**config.mk**
```make
export PLATFORM = sky130hd
export DESIGN_NAME = playfield_frame_sync
export DESIGN_NICKNAME = d
export VERILOG_FILES = /design/src/rtl/playfield_frame_sync.sv
export SDC_FILE = /design/constraint.sdc
export NUM_CORES = 2
export LEC_CHECK = 0
export CAP_MARGIN = 20
export CORE_ASPECT_RATIO = 1.1
export CORE_MARGIN = 10
export CORE_UTILIZATION = 45
export DETAILED_ROUTE_END_ITERATION = 6
export PLACE_DENSITY_LB_ADDON = 0.12
export SLEW_MARGIN = 20
export SYNTH_ARGS = -nofsm -noshare
export SYNTH_HDL_FRONTEND = slang
export SYNTH_SLANG_ARGS = --single-unit
```
**constraint.sdc**
```tcl
create_clock -name clk -period 2 [get_ports clk]
set_clock_uncertainty 0.2 [all_clocks]
set_input_delay 0.3 -clock clk [delete_from_list [all_inputs] [get_ports clk]]
set_output_delay 0.3 -clock clk [all_outputs]
set_load 0.1 [all_outputs]
```
**src/rtl/playfield_frame_sync.sv**
```systemverilog
// Double-buffered playfield tile store: back buffer is copied to front at vblank start.
// Optional build macro FRAME_SYNC_STATS_EN enables the missed_vblanks counter.
module playfield_frame_sync #(
  parameter int unsigned ROWS       = 20,
  parameter int unsigned COLS       = 10,
  parameter int unsigned TILE_W     = 4,
  parameter int unsigned VBLANK_ROW = 480
) (
  input  logic                          clk,
  input  logic                          rst_l,
  input  logic [9:0]                    VGA_row,
  input  logic                          upd_valid,
  output logic                          upd_ready,
  input  logic [4:0]                    upd_row,
  input  logic [COLS*TILE_W-1:0]        upd_data,
  input  logic                          upd_commit,
  output logic [ROWS*COLS*TILE_W-1:0]   disp_tiles,
  output logic                          frame_swapped,
  output logic                          commit_pending,
  output logic                          bad_row_err,
  output logic [7:0]                    missed_vblanks
);

  localparam int unsigned ROW_W   = COLS * TILE_W;
  localparam int unsigned FRAME_W = ROWS * ROW_W;

  typedef enum logic [1:0] {
    ST_IDLE = 2'd0,
    ST_WAIT = 2'd1,
    ST_SWAP = 2'd2
  } state_e;

  state_e             state_q, state_d;
  logic               upd_ready_q, upd_ready_d;
  logic               frame_swapped_q, frame_swapped_d;
  logic               commit_pending_q, commit_pending_d;
  logic               bad_row_err_q, bad_row_err_d;
  logic               vblank_q, vblank_d;
  logic [ROW_W-1:0]   back_q [ROWS];
  logic [ROW_W-1:0]   back_d [ROWS];
  logic [FRAME_W-1:0] front_q, front_d;

  logic vblank_c;
  logic vb_edge_c;
  logic accept_c;
  logic row_ok_c;

  // Next-state, buffer writes and registered outputs
  always_comb begin
    vblank_c         = (VGA_row >= 10'(VBLANK_ROW));
    vb_edge_c        = vblank_c && !vblank_q;
    accept_c         = upd_valid && upd_ready_q;
    row_ok_c         = (upd_row < 5'(ROWS));
    state_d          = state_q;
    back_d           = back_q;
    front_d          = front_q;
    bad_row_err_d    = bad_row_err_q;
    vblank_d         = vblank_c;

    unique case (state_q)
      ST_IDLE: begin
        if (accept_c) begin
          if (row_ok_c) back_d[upd_row] = upd_data;
          else          bad_row_err_d   = 1'b1;
          if (upd_commit) state_d = ST_WAIT;
        end
      end
      ST_WAIT: begin
        // Copy happens on the edge that ends the vblank-start cycle
        if (vb_edge_c) begin
          state_d = ST_SWAP;
          for (int unsigned r = 0; r < ROWS; r++) begin
            front_d[r*ROW_W +: ROW_W] = back_q[r];
          end
        end
      end
      ST_SWAP: state_d = ST_IDLE;
      default: state_d = ST_IDLE;
    endcase

    upd_ready_d      = (state_d == ST_IDLE);
    commit_pending_d = (state_d == ST_WAIT);
    frame_swapped_d  = (state_d == ST_SWAP);
  end

  always_ff @(posedge clk or negedge rst_l) begin
    if (!rst_l) begin
      state_q          <= ST_IDLE;
      upd_ready_q      <= 1'b0;
      frame_swapped_q  <= 1'b0;
      commit_pending_q <= 1'b0;
      bad_row_err_q    <= 1'b0;
      vblank_q         <= 1'b1;
      front_q          <= '0;
      for (int unsigned r = 0; r < ROWS; r++) back_q[r] <= '0;
    end else begin
      state_q          <= state_d;
      upd_ready_q      <= upd_ready_d;
      frame_swapped_q  <= frame_swapped_d;
      commit_pending_q <= commit_pending_d;
      bad_row_err_q    <= bad_row_err_d;
      vblank_q         <= vblank_d;
      front_q          <= front_d;
      back_q           <= back_d;
    end
  end

`ifdef FRAME_SYNC_STATS_EN
  logic       wrote_q, wrote_d;
  logic [7:0] missed_q, missed_d;

  // A frame in progress that reaches vblank uncommitted counts as a miss
  always_comb begin
    wrote_d  = wrote_q;
    missed_d = missed_q;
    if (state_q == ST_SWAP) wrote_d = 1'b0;
    if (accept_c)           wrote_d = 1'b1;
    if (vb_edge_c && (state_q == ST_IDLE) && wrote_q && (missed_q != 8'hFF)) begin
      missed_d = missed_q + 8'd1;
    end
  end

  always_ff @(posedge clk or negedge rst_l) begin
    if (!rst_l) begin
      wrote_q  <= 1'b0;
      missed_q <= 8'd0;
    end else begin
      wrote_q  <= wrote_d;
      missed_q <= missed_d;
    end
  end

  assign missed_vblanks = missed_q;
`else
  assign missed_vblanks = 8'd0;
`endif

  assign upd_ready      = upd_ready_q;
  assign frame_swapped  = frame_swapped_q;
  assign commit_pending = commit_pending_q;
  assign bad_row_err    = bad_row_err_q;
  assign disp_tiles     = front_q;

endmodule
```
==> run_results.csv <==
group,metric,value,unit
routing,drt.antenna.violating_nets,0,
worst_setup_path,timing.critical_path.arrival,2710,ps
floorplan,die_w,367,um
yosys,synth.cell_area,59700,um2
pwr,pwr-share-comb,41.5,%
pwr,power.ir.vdd_worst,0.00101,V
placement,gp_congestion,0.780,
final_layout,fin_cells,6495,
sta,relSlewSlack,25.5,%
placement,dp_slack,-735,ps
pwr,power.leakage,42.7,nW
floorplan,die_area,148000,um2
final_layout,fraction_of_final_layout_cells_with_drive_strength_greater_than_1,62.7,%
sta,fmax,444,MHz
worst_setup_path,critical_path_start,"state_q[1]",
clock_tree,number_of_buffers_created_by_cts,162,
yosys,part_of_the_yosys_area_used_for_sequential_elements,67.4,%
final_layout,design.final.nets,4637,
yosys,ys_types,29,
sta,slew_violations,0,
routing,firstDrtPassIters,5,
pwr,internal_power,0.0795,W
worst_setup_path,worst_r2r_startpoint,"state_q[1]",
clock_tree,cts_tree,"yes",
sta,fin_tns_setup,-173690,ps
final_layout,fillers,9108,
routing,drt-initial-drc-count,2108,
worst_hold_path,hold_path.class,"in2async",
sta,rsz0062_at_grt,"true",
pwr,swShare,40.0,%
yosys,syn-instance-count,3514,
routing,drcViolationCount,0,
routing,postRouteWirelength,196,mm
clock_tree,worstSkewPairLatency,780,ps
yosys,synthesis.area_per_instance,17.0,um2
floorplan,pin_count,871,
global_routing,grt_max_degree,98,
routing,detailroute.via_count,34500,
pwr,post-layout-total-power,0.133,W
clock_tree,clock-root-buffer,"clkbuf_16",
yosys,postSynth.asyncResetShare,100,%
routing,routed-wl-met3,13.7,mm
pwr,p_seq_share,35.6,%
clock_tree,cts-root-to-sink-buffers,3,
floorplan,core,132000,um2
run_status,violations,"negative setup slack",
yosys,postSynth.topFlopCell,"dfrtp_1",
clock_tree,cts.reportedPaths.clkPinSlew,60,ps
placement,dpl.cell_count,6135,
routing,post_drt_wl_per_cell,30.1,um
pwr,share_clk_of_total_power,22.8,%
sta,period_needed,2250,ps
worst_setup_path,cp_max_fo,8,
clock_tree,clock_sinks,1607,
routing,route.top_layer_used,"met5",
global_routing,globalRouteTotalUtil,25.6,%
global_routing,wire_length_of_the_first_global_routing_pass,274,mm
placement,dp_hpwl,132,mm
flow_run,max_cap_violations,0,
routing,drt-met1-wl,80.9,mm
run_status,run_status,"finished, violations left",
routing,vias_per_cell,5.31,
sta,layout_worst_path_cycle_share,113,%
placement,port_buffers,857,
placement,placed_area,80700,um2
floorplan,die_h,402,um
yosys,ys_seq_elements,1607,
global_routing,antenna_found_initial,28,
sta,worst_slack,-251,ps
sta,finalSetupViolCount,1543,
global_routing,globalRoute.totalOverflow,0,
final_layout,flow.area_growth_from_synthesis,47.0,%
clock_tree,ctsHtreeMaxLevel,4,
sta,worst_slew_pin_slew,1120,ps
final_layout,design_area,87700,um2
worst_setup_path,critical_path_class,"reg2reg",
floorplan,fp-row-count,140,
sta,finalHoldViolCount,0,
floorplan,initial_utilization,45.2,%
pwr,power-per-cell-area,1510,nW/um2
worst_setup_path,critPathRequiredTime,2460,ps
worst_setup_path,worst_setup_path_start_kind,"flip-flop",
routing,met2_length,94.3,mm
pwr,netSwitchingPower,0.0531,W
yosys,synthesis.yosys.warnings,0,
worst_setup_path,critical_path_endpoint_category,"flip-flop",
global_routing,grt_pass1_vias,36600,
yosys,synth_edf_count,0,
==> registers in the layout, summed over array words and instances, names as in the netlist <==
name and count:
bad_row_err 1, vblank_q 1, upd_ready 1, back_q 800, commit_pending 1, frame_swapped 1
disp_tiles 800, state_q 2
==> routing by layer <==
metal  vias up  track usage [%]
met4         6             8.67
met2      1008             42.0
met1     18700             32.5
met5         -                0
li1      14500                -
met3       242             7.38
==> worst max-delay path, stage by stage, from the launching register on <==
cell,delay (ps)
dfrtp_1,430
nand4bb_4,230
buf_6,160
buf_6,120
nor3b_4,210
buf_12,190
clkbuf_16,220
mux2_2,340
==> cells by family (layout without fill, tap and decap cells) <==
logic type      Yosys count  count (layout)  share of synthesized area (%)
simple gates             36              36                          0.375
compound gates            5               5                         0.0524
mux                    1600            1600                           30.2
buf+inv                 265            1451                           1.97
flops                  1607            1607                           67.4
other cells               1              21                        0.00628
==> worst paths after layout <==
| path | depth (start not counted) | slack, ps | endpoint |
|---|---|---|---|
| min | 3 | 90 | disp_tiles[361] |
| max in group asynchronous | 4 | 840 | back_q[336] |
| min in group clk | 4 | 110 | bad_row_err |
| min reg2reg | 1 | 280 | disp_tiles[28] |
| max | 7 | -250 | back_q[357] |
| max reg2reg | 7 | -250 | back_q[357] |
==> cells in the mapped netlist (2+ instances only) <==
cell | n | area (um2)
dfrtp_1 | 1606 | 40200
mux2_2 | 1520 | 17100
buf_2 | 112 | 561
clkbuf_1 | 90 | 338
mux2_1 | 80 | 901
buf_1 | 48 | 180
nand3_1 | 12 | 60.1
buf_4 | 11 | 82.6
nor3b_1 | 6 | 45.0
inv_1 | 4 | 15.0
o21ai_0 | 3 | 15.0
nand2_1 | 2 | 7.51
nor2_1 | 2 | 7.51
nor2b_1 | 2 | 12.5
nor3_1 | 2 | 10.0
==> final cells by class <==
cell class / count / area, um2 / share of cell area [%]
well taps: 1775 / 2220 / 2.53
clock buffers: 249 / 4890 / 5.57
flip-flops and latches: 1607 / 40200 / 45.8
repair buffers: 1154 / 20900 / 23.8
multi-input cells: 1649 / 19000 / 21.7
clock inverters: 44 / 434 / 0.495
diodes: 13 / 32.5 / 0.0371
inverters: 4 / 27.5 / 0.0314
==> per-stage QoR <==
step | hold slack [ps] | util, %
4_1_cts | 17.5 | 65.6
2_1_floorplan | -196 | -
6_report | 86.6 | 66.4
5_1_grt | 82.2 | 66.4
3_5_place_dp | -9.32 | 61.1
3_3_place_gp | -9.72 | 61.1
==> layout by cell type, fill, tap and decap left out, types with 2 or more instances in the layout <==
cell type,Yosys,final
dfrtp_1,1606,1605
mux2_2,1520,1437
buf_12,0,922
clkbuf_16,0,188
mux2_4,0,131
buf_4,11,121
clkbuf_1,90,44
clkdlybuf4s50_1,0,38
clkbuf_8,0,36
mux2_1,80,32
clkinv_2,0,27
buf_6,0,16
buf_2,112,14
diode_2,0,13
buf_16,0,9
dlygate4sd3_1,0,9
nand3_4,0,8
conb_1,1,8
buf_8,0,6
inv_6,0,5
bufinv_16,0,5
nand3_2,0,4
inv_16,0,4
o21ai_0,3,3
inv_1,4,3
nor3b_1,6,3
nor2_1,2,2
nand2_1,2,2
nor2b_1,2,2
nor3b_4,0,2
clkinv_4,0,2
==> power groups by stage <==
stage	Clock, W	Combinational, W	Sequential, W
after global placement	0	0.0542	0.0474
after global routing	0.0322	0.0565	0.0482
after floorplan	0	0.00950	0.0693
final	0.0303	0.0550	0.0472
after detailed placement	0	0.0547	0.0477
after CTS	0.0309	0.0550	0.0472
==> timing repair <==
item                                   4_1_cts  5_1_grt
hold buffers                                10        0
endpoints found under the hold margin     1710        0
gates cloned                                 9       22
pin swaps                                    4        5
setup endpoints to repair                 1605     1584
resized for setup                           60      117
buffers inserted                             7        7
(Power assumes the default switching activity.)
